## src/rtl/mips_multicycle_ctrl.sv

```systemverilog
// Main control FSM for the multicycle MIPS datapath.
// Memory states wait on mem_ready, with an optional timeout into HALT.
// The FSM also keeps a retired-instruction counter and sticky illegal-op and
// bus-error flags.
// Optional feature: define MCTRL_JAL_EN to decode JAL (op 000011). Without it,
// JAL is treated as an illegal opcode.
module mips_multicycle_ctrl #(
  parameter int unsigned ALUOP_W   = 3,
  parameter int unsigned TIMEOUT   = 16,
  parameter int unsigned TIMEOUT_W = 8,
  parameter int unsigned RETIRE_W  = 32
) (
  input  logic                clk,
  input  logic                reset,
  input  logic [5:0]          op,
  input  logic                mem_ready,
  output logic                mem_req,
  output logic                iord,
  output logic [1:0]          regdst,
  output logic [1:0]          pcsource,
  output logic [1:0]          memtoreg,
  output logic                alusrca,
  output logic [1:0]          alusrcb,
  output logic [ALUOP_W-1:0]  aluop,
  output logic                irwrite,
  output logic                memwrite,
  output logic                regwrite,
  output logic                pcwrite,
  output logic                branch,
  output logic                branch_ne,
  output logic                instr_done,
  output logic [RETIRE_W-1:0] retire_count,
  output logic                illegal_op,
  output logic                bus_err
);

  typedef enum logic [3:0] {
    S_FETCH, S_DECODE, S_MEMADR, S_MEMREAD, S_MEMWB, S_MEMWR, S_EXEC,
    S_ALUWB, S_BRANCH, S_JUMP, S_IEXEC, S_IWB, S_JAL, S_HALT
  } state_e;

  localparam logic [5:0] OP_RTYPE = 6'b000000;
  localparam logic [5:0] OP_LW    = 6'b100011;
  localparam logic [5:0] OP_SW    = 6'b101011;
  localparam logic [5:0] OP_BEQ   = 6'b000100;
  localparam logic [5:0] OP_BNE   = 6'b000101;
  localparam logic [5:0] OP_J     = 6'b000010;
  localparam logic [5:0] OP_ADDI  = 6'b001000;
  localparam logic [5:0] OP_ANDI  = 6'b001100;
  localparam logic [5:0] OP_ORI   = 6'b001101;
  localparam logic [5:0] OP_SLTI  = 6'b001010;
`ifdef MCTRL_JAL_EN
  localparam logic [5:0] OP_JAL   = 6'b000011;
`endif

  localparam logic [ALUOP_W-1:0] ALU_ADD   = ALUOP_W'(0);
  localparam logic [ALUOP_W-1:0] ALU_SUB   = ALUOP_W'(1);
  localparam logic [ALUOP_W-1:0] ALU_FUNCT = ALUOP_W'(2);
  localparam logic [ALUOP_W-1:0] ALU_AND   = ALUOP_W'(3);
  localparam logic [ALUOP_W-1:0] ALU_OR    = ALUOP_W'(4);
  localparam logic [ALUOP_W-1:0] ALU_SLT   = ALUOP_W'(5);

  // Count value seen on the last permitted non-ready wait cycle.
  localparam logic [TIMEOUT_W-1:0] TO_LAST =
    TIMEOUT_W'((TIMEOUT == 0) ? 0 : TIMEOUT - 1);

  typedef struct packed {
    logic               mem_req;
    logic               iord;
    logic [1:0]         regdst;
    logic [1:0]         pcsource;
    logic [1:0]         memtoreg;
    logic               alusrca;
    logic [1:0]         alusrcb;
    logic [ALUOP_W-1:0] aluop;
    logic               irwrite;
    logic               memwrite;
    logic               regwrite;
    logic               pcwrite;
    logic               branch;
    logic               branch_ne;
    logic               instr_done;
  } ctl_t;

  state_e                state_q, state_d;
  logic [TIMEOUT_W-1:0]  wait_q, wait_d;
  logic [RETIRE_W-1:0]   retire_q, retire_d;
  logic                  illegal_q, illegal_d;
  logic                  bus_err_q, bus_err_d;
  ctl_t                  ctl;
  logic                  mem_st;
  logic                  illegal_set;
  logic                  bus_set;

  // Next-state and Moore outputs, with mem_ready gating in the wait states.
  always_comb begin
    ctl         = '0;
    state_d     = state_q;
    mem_st      = 1'b0;
    illegal_set = 1'b0;
    bus_set     = 1'b0;
    case (state_q)
      S_FETCH: begin
        mem_st      = 1'b1;
        ctl.mem_req = 1'b1;
        ctl.alusrcb = 2'b01;
        if (mem_ready) begin
          ctl.irwrite = 1'b1;
          ctl.pcwrite = 1'b1;
          state_d     = S_DECODE;
        end
      end
      S_DECODE: begin
        ctl.alusrcb = 2'b11;
        case (op)
          OP_RTYPE:                          state_d = S_EXEC;
          OP_LW, OP_SW:                      state_d = S_MEMADR;
          OP_BEQ, OP_BNE:                    state_d = S_BRANCH;
          OP_J:                              state_d = S_JUMP;
          OP_ADDI, OP_ANDI, OP_ORI, OP_SLTI: state_d = S_IEXEC;
`ifdef MCTRL_JAL_EN
          OP_JAL:                            state_d = S_JAL;
`endif
          default: begin
            illegal_set = 1'b1;
            state_d     = S_FETCH;
          end
        endcase
      end
      S_MEMADR: begin
        ctl.alusrca = 1'b1;
        ctl.alusrcb = 2'b10;
        ctl.aluop   = ALU_ADD;
        state_d     = (op == OP_LW) ? S_MEMREAD : S_MEMWR;
      end
      S_MEMREAD: begin
        mem_st      = 1'b1;
        ctl.iord    = 1'b1;
        ctl.mem_req = 1'b1;
        if (mem_ready) state_d = S_MEMWB;
      end
      S_MEMWB: begin
        ctl.regwrite   = 1'b1;
        ctl.memtoreg   = 2'b01;
        ctl.instr_done = 1'b1;
        state_d        = S_FETCH;
      end
      S_MEMWR: begin
        mem_st         = 1'b1;
        ctl.iord       = 1'b1;
        ctl.mem_req    = 1'b1;
        ctl.memwrite   = mem_ready;
        ctl.instr_done = mem_ready;
        if (mem_ready) state_d = S_FETCH;
      end
      S_EXEC: begin
        ctl.alusrca = 1'b1;
        ctl.aluop   = ALU_FUNCT;
        state_d     = S_ALUWB;
      end
      S_ALUWB: begin
        ctl.regdst     = 2'b01;
        ctl.regwrite   = 1'b1;
        ctl.instr_done = 1'b1;
        state_d        = S_FETCH;
      end
      S_BRANCH: begin
        ctl.alusrca    = 1'b1;
        ctl.aluop      = ALU_SUB;
        ctl.pcsource   = 2'b01;
        ctl.branch     = (op == OP_BEQ);
        ctl.branch_ne  = (op == OP_BNE);
        ctl.instr_done = 1'b1;
        state_d        = S_FETCH;
      end
      S_JUMP: begin
        ctl.pcwrite    = 1'b1;
        ctl.pcsource   = 2'b10;
        ctl.instr_done = 1'b1;
        state_d        = S_FETCH;
      end
      S_IEXEC: begin
        ctl.alusrca = 1'b1;
        ctl.alusrcb = 2'b10;
        case (op)
          OP_ANDI: ctl.aluop = ALU_AND;
          OP_ORI:  ctl.aluop = ALU_OR;
          OP_SLTI: ctl.aluop = ALU_SLT;
          default: ctl.aluop = ALU_ADD;
        endcase
        state_d = S_IWB;
      end
      S_IWB: begin
        ctl.regwrite   = 1'b1;
        ctl.instr_done = 1'b1;
        state_d        = S_FETCH;
      end
`ifdef MCTRL_JAL_EN
      S_JAL: begin
        ctl.pcwrite    = 1'b1;
        ctl.pcsource   = 2'b10;
        ctl.regwrite   = 1'b1;
        ctl.regdst     = 2'b10;
        ctl.memtoreg   = 2'b10;
        ctl.instr_done = 1'b1;
        state_d        = S_FETCH;
      end
`endif
      S_HALT:  state_d = S_HALT;
      default: state_d = S_FETCH;
    endcase
    // The TIMEOUT-th consecutive non-ready cycle abandons the access.
    if ((TIMEOUT != 0) && mem_st && !mem_ready && (wait_q == TO_LAST)) begin
      state_d = S_HALT;
      bus_set = 1'b1;
    end
  end

  // Wait counter restarts on every state change and counts stalled cycles.
  always_comb begin
    wait_d = wait_q;
    if (state_d != state_q)       wait_d = '0;
    else if (mem_st && !mem_ready) wait_d = wait_q + 1'b1;
  end

  // Retire counter and sticky flags.
  always_comb begin
    retire_d  = retire_q + RETIRE_W'(ctl.instr_done);
    illegal_d = illegal_q | illegal_set;
    bus_err_d = bus_err_q | bus_set;
  end

  // State and bookkeeping registers, cleared asynchronously.
  always_ff @(posedge clk or negedge reset) begin
    if (!reset) begin
      state_q   <= S_FETCH;
      wait_q    <= '0;
      retire_q  <= '0;
      illegal_q <= 1'b0;
      bus_err_q <= 1'b0;
    end else begin
      state_q   <= state_d;
      wait_q    <= wait_d;
      retire_q  <= retire_d;
      illegal_q <= illegal_d;
      bus_err_q <= bus_err_d;
    end
  end

  // Reset forces every control output low, so mem_req drops immediately.
  assign {mem_req, iord, regdst, pcsource, memtoreg, alusrca, alusrcb, aluop,
          irwrite, memwrite, regwrite, pcwrite, branch, branch_ne,
          instr_done} = reset ? ctl : '0;

  assign retire_count = retire_q;
  assign illegal_op   = illegal_q;
  assign bus_err      = bus_err_q;

endmodule

```

## config.mk

```make
export PLATFORM = sky130hd
export DESIGN_NAME = mips_multicycle_ctrl
export DESIGN_NICKNAME = d
export VERILOG_FILES = /design/src/rtl/mips_multicycle_ctrl.sv
export SDC_FILE = /design/constraint.sdc
export NUM_CORES = 1
export LEC_CHECK = 0
export BUFFER_PORTS_ARGS = -buffer_cell sky130_fd_sc_hd__buf_2
export CORE_MARGIN = 2
export CORE_UTILIZATION = 49
export DETAILED_ROUTE_END_ITERATION = 16
export GPL_TIMING_DRIVEN = 0
export PLACE_DENSITY = 0.86
export SYNTH_ARGS = -nofsm -noshare
export SYNTH_HDL_FRONTEND = slang
export SYNTH_SLANG_ARGS = --single-unit
```

## constraint.sdc

```tcl
create_clock -name clk -period 2.36 [get_ports clk]
set_clock_uncertainty 0.1 [all_clocks]
set_input_delay 0.118 -clock clk [delete_from_list [all_inputs] [get_ports clk]]
set_output_delay 0.118 -clock clk [all_outputs]
set_load 0.02 [all_outputs]
```

* Yosys cells after proc, flatten, opt, wreduce, memory -nomap -nowiden
Cells that the tools add are included.
** Word-level totals
- Flip-flop bits (word level) :: 46
- Latch bits :: 0
- Bits in writable memories :: 0
- Memory bits (read-only) :: 0
- Input port bits :: 9
- Output and inout port bits :: 55
- Memories kept :: 0
** Cells by class
- Add/subtract/negate cells :: 2
- $mul :: 0
- Div/mod/pow operators :: 0
- Order comparisons :: 0
- Equal/unequal tests :: 23
- Shifts and indexed selects :: 0
- Muxes and demuxes :: 29
- Bitwise operators :: 2
- Reductions and logical operators :: 16
** Operators with widths (count)
- $add 32x1->32 :: 1
- $pmux 4 s8 :: 1
- $eq 6x4->1 const B :: 4
- $mux 21 :: 1
- $eq 4x4->1 const B :: 5
- $pmux 4 s5 :: 1
- $pmux 3 s3 :: 2
- $eq 4x3->1 const B :: 4
- $mux 4 :: 4
- $mux 8 :: 2
- $eq 6x3->1 const B :: 2
- $eq 6x6->1 const B :: 2
- $mux 1 :: 12
- $reduce_or 10->1 :: 1
- $add 8x1->8 const B :: 1
- $eq 4x2->1 const B :: 2
- $eq 8x4->1 const B :: 1
- $reduce_or 2->1 :: 4
- $reduce_or 4->1 :: 2
- $eq 6x2->1 const B :: 1
- $logic_not 6->1 :: 1
- $pmux 2 s3 :: 1
- $reduce_or 3->1 :: 2
- $reduce_or 5->1 :: 1
- 11 further kinds :: 14

* Logic depth before layout (Yosys ltp)
- Depth in word-level cells :: 8
- Mapped depth :: 12
- Gate-level depth less buffers :: 11

* Worst setup path after synthesis
No wires, ideal clock.
- Kind :: reg-to-reg
- Start :: reg state_q[3]
- End :: reg retire_q[30], in the netlist retire_count[30]
- Setup time :: 0.129 ns
- Arrival :: 2.384 ns
- Required time :: 2.131 ns
- Setup slack :: -0.253 ns
- Stages on the path, launching flop included :: 12
- Path buffers :: 1
- Clock period less this slack :: 2.613 ns
- Cell sequence :: dfrtp_1 > buf_4 > inv_1 > o21ai_0 > a211oi_1 > ha_1 > ha_1 > nand3_1 > nor2_1 > and3_1 > nand4_1 > xnor2_1
** Between the ends
- Word-level cells in the longest chain between the ends :: 4
** RTL lines
- from (decl) :: RTL line 85 : state_e state_q, state_d;
- from (signal assigned) :: RTL line 242 : state_q <= state_d;
- $eq 4x4->1 or $eq 4x3->1 (tied branches) :: RTL line 102 : case (state_q)
- $reduce_or 5->1 (no source line)
- $pmux 1 s2 * :: RTL line 102
- $add 32x1->32 * :: RTL line 228 : retire_d = retire_q + RETIRE_W'(ctl.instr_done);
- net retire_d[30] :: RTL line 87 : logic [RETIRE_W-1:0] retire_q, retire_d;
- to (signal assigned) :: RTL line 244 : retire_q <= retire_d;
- to (decl) :: RTL line 87
The timed path passes the listed nets; every way through them passes the cells marked *.
A chain may end at the register's enable or synchronous reset.

* Worst setup path after layout
- Start :: reg state_q[0]
- End :: reg retire_q[15], in the netlist retire_count[15]
Same word-level chain as after synthesis.

==> reports/results.ini <==
[critical_path]
crit_arrival_ns = 2.47
regToRegSetupSlack_ns = -0.01
crit_type = register to register
timing.rr.end = retire_count[15]$_DFF_PN0_
r2r-start = state_q[0]$_DFF_PN0_
crit_path_max_fanout = 4
reg2reg_depth = 11
critPathRequiredTime_ns = 2.45
endpoint_kind = register
cp-start-kind = register

[clocking]
path_clk_slew_ns = 0.09
cts_tree = built
clk_latency_ns = 0.30
cts_sinks = 46
cts_buffers = 5
cts-root-buf = clkbuf_8
cts_htree_levels = 2
clk_path_buf_depth = 2

[synth]
synthArstFlopShare_pct = 100.0
synth_top_family_by_area = simple AND/OR/NAND/NOR gates
synth.area.top_cells = dfrtp_1 42%, xnor2_1 8.6%, nand2_1 4.4%, xor2_1 3.5%, nor2_1 3.3%
ys.flop_type = dfrtp_1
synth-edff-count = 0
avgSynthCellArea_um2 = 9.533
synth_cell_types = 58
synth_warnings = 0
synth_compound_area_share_pct = 11.22
synth_fa_ha_area_share_pct = 1.362
ys_ff_latch = 46
syn_inst = 289
synthXorXnorAreaFrac_pct = 12.08
synth_mux_area_share_pct = 0.3633
synth_top_area_cell = dfrtp_1
synth_simple_gate_area_share_pct = 27.07
synth_top_cell_area_share_pct = 41.78
syn_area_um2 = 2755
ys_seq_area_share_pct = 41.78

[timing]
hold_viol = 46
slew_violations = 0
hold_ws_ns = -0.1014
setup-violations-final = 1
max_slew_margin_pct = 29.45
tns_ns = -0.01369
finalCriticalPeriod_ns = 2.374
max_freq_mhz = 421.3
setup_ws_ns = -0.01369
rsz0062_at_grt = true
finalCritPeriodShare_pct = 100.6
worst_slew_pin_slew_ns = 1.058

[worst_hold_path]
hold_path_class = input port to asynchronous set/reset pin

[global_route]
grt_max_degree = 50
grt_use_total_pct = 21.15
antenna_found_initial = 0
grt_pass1_vias = 2266
globalRouteOverflowTotal = 0
grt_pass1_wl_um = 10470

[job]
cap_violations = 0

[final_layout]
nets = 391
syn_to_final_growth_pct = 35.15
antennaDiodeCount = 0
fin_area_um2 = 3724
layout-drive-gt1-share_pct = 40.53

[route]
vias = 2505
vias_per_cell = 5.542
drc = 0
routed_wl_um = 7177
detail_route.iter0.violations = 120
wire_per_inst_um = 15.88
postRouteAntennaNets = 0
firstDrtPassIters = 4

[floorplan]
rows = 27
die_w_um = 78.99
dieArea_um2 = 6239
coreArea_um2 = 5473
ios = 64
die_h_um = 78.99
start_util_pct = 50.34

[run_status]
violations = negative hold slack, negative setup slack
status = finished, violations left

[pwr]
power_w = 0.002596
ir_drop_mv = 0.5062
p_leak_nw = 1.808
power_density_nw_per_um2 = 697.1

[place]
dp_hpwl_um = 4236
detailed_place.area_um2 = 3184
gp_congestion = 0.8877
numPortBuffers = 55

flip-flops by register name, indices dropped and copies added, names as in the netlist:
register	count
bus_err	1
retire_count	32
state_q	4
illegal_op	1
wait_q	8
layout make-up:
type / instances / area, µm²
plain buffers: 18 / 153.9
clock buffers: 5 / 68.82
clock inverters: 3 / 68.82
fillers: 407 / 1749
inverters: 7 / 36.28
multi-input cells: 219 / 1668
flip-flops and latches: 46 / 1152
well taps: 72 / 90.09
repair buffers: 82 / 485.5
worst max-delay path by stage:
| stage | start | endpoint | cells after the start |
|---|---|---|---|
| after floorplan | state_q[0]$_DFF_PN0_ | retire_count[30]$_DFF_PN0_ | 11 |
| after global placement | state_q[0]$_DFF_PN0_ | retire_count[31]$_DFF_PN0_ | 10 |
| after detailed placement | state_q[0]$_DFF_PN0_ | retire_count[31]$_DFF_PN0_ | 10 |
| after CTS | state_q[1]$_DFF_PN0_ | wait_q[0]$_DFFE_PN0P_ | 7 |
| after global routing | state_q[0]$_DFF_PN0_ | retire_count[15]$_DFF_PN0_ | 11 |
| final | state_q[0]$_DFF_PN0_ | retire_count[15]$_DFF_PN0_ | 11 |
critical path, cell delays in order (launching register included):
cell and delay, ns:
dfrtp_2 0.43, buf_6 0.14, nand2_4 0.07, o21ai_4 0.06, a211oi_4 0.33, ha_4 0.22, nand3_4 0.09, nor3_4 0.29
buf_6 0.14, and2_4 0.16, nand3_4 0.08, xnor2_2 0.14
Yosys cell counts (3+ instances only):
cell type  count
a21oi_1        7
and2_1         3
and3_1        12
and4_1         3
buf_4          5
buf_6          5
clkbuf_1       3
clkbuf_2       3
dfrtp_1       46
ha_1           3
inv_1          7
nand2_1       32
nand3_1       11
nand4_1        8
nor2_1        24
nor2b_1        3
nor3_1        16
nor3_2         3
o21ai_0        8
xnor2_1       27
xor2_1        11
stage by stage:
stage | instances | worst slack (ns) | util [%]
finish | 452 | -0.01369 | 68.04
global route | 452 | -0.08237 | 68.04
CTS | 438 | 0.009899 | 63.92
detailed placement | 417 | -0.5406 | 58.18
global placement | 417 | -0.4710 | 58.18
floorplan | 290 | 0.01386 | -
metal layers:
| layer | share of wire, % | global-route usage, % | routed length [µm] | vias up |
|---|---|---|---|---|
| li1 | - | - | - | 1185 |
| met1 | 42 | 27.28 | 2997 | 1224 |
| met2 | 53 | 35.51 | 3791 | 87 |
| met3 | 4.2 | 3.295 | 299 | 9 |
| met4 | 1.2 | 8.793 | 88 | 0 |
| met5 | 0 | 0 | 0 | - |
cells in the final DEF (no fill, tap or decap), types with 3 or more instances in the layout:
cell / instances
nor3_2: 9
o21ai_0: 7
clkbuf_2: 4
nand3_1: 6
nand3_4: 3
dfrtp_1: 45
clkbuf_8: 6
nand2_1: 31
buf_4: 28
a21oi_1: 7
nand4_1: 8
nor2b_1: 3
inv_1: 5
nor3_1: 8
buf_6: 10
buf_2: 55
and3_1: 10
nor2_1: 21
xnor2_1: 25
and4_1: 3
xor2_1: 11
cell families (layout without fill, tap and decap cells):
kind of cell	Yosys count	after routing
AND/OR/NAND/NOR	137	137
AO/OA/AOI/OAI	38	38
flip-flops	46	46
other	1	2
buffers and inverters	25	115
multiplexers	1	1
XOR/XNOR	38	38
adder cells (fa/ha/maj)	3	3
report_power, final:
| group | switching (W) | internal, W | leakage (nW) | total (W) |
|---|---|---|---|---|
| Combinational | 0.000564 | 0.000410 | 1.11 | 0.000975 |
| Clock | 0.000272 | 0.000424 | 0.0683 | 0.000697 |
| Sequential | 0.0000806 | 0.000844 | 0.627 | 0.000924 |
| Total | 0.000917 | 0.00168 | 1.81 | 0.00260 |
timing repair:
item | CTS | global route
pin swaps | 5 | 19
endpoints found under the setup margin | 26 | 27
setup buffers | 13 | 14
endpoints found under the hold margin | 46 | 37
resized for setup | 19 | 25
(Power assumes the default switching activity.)
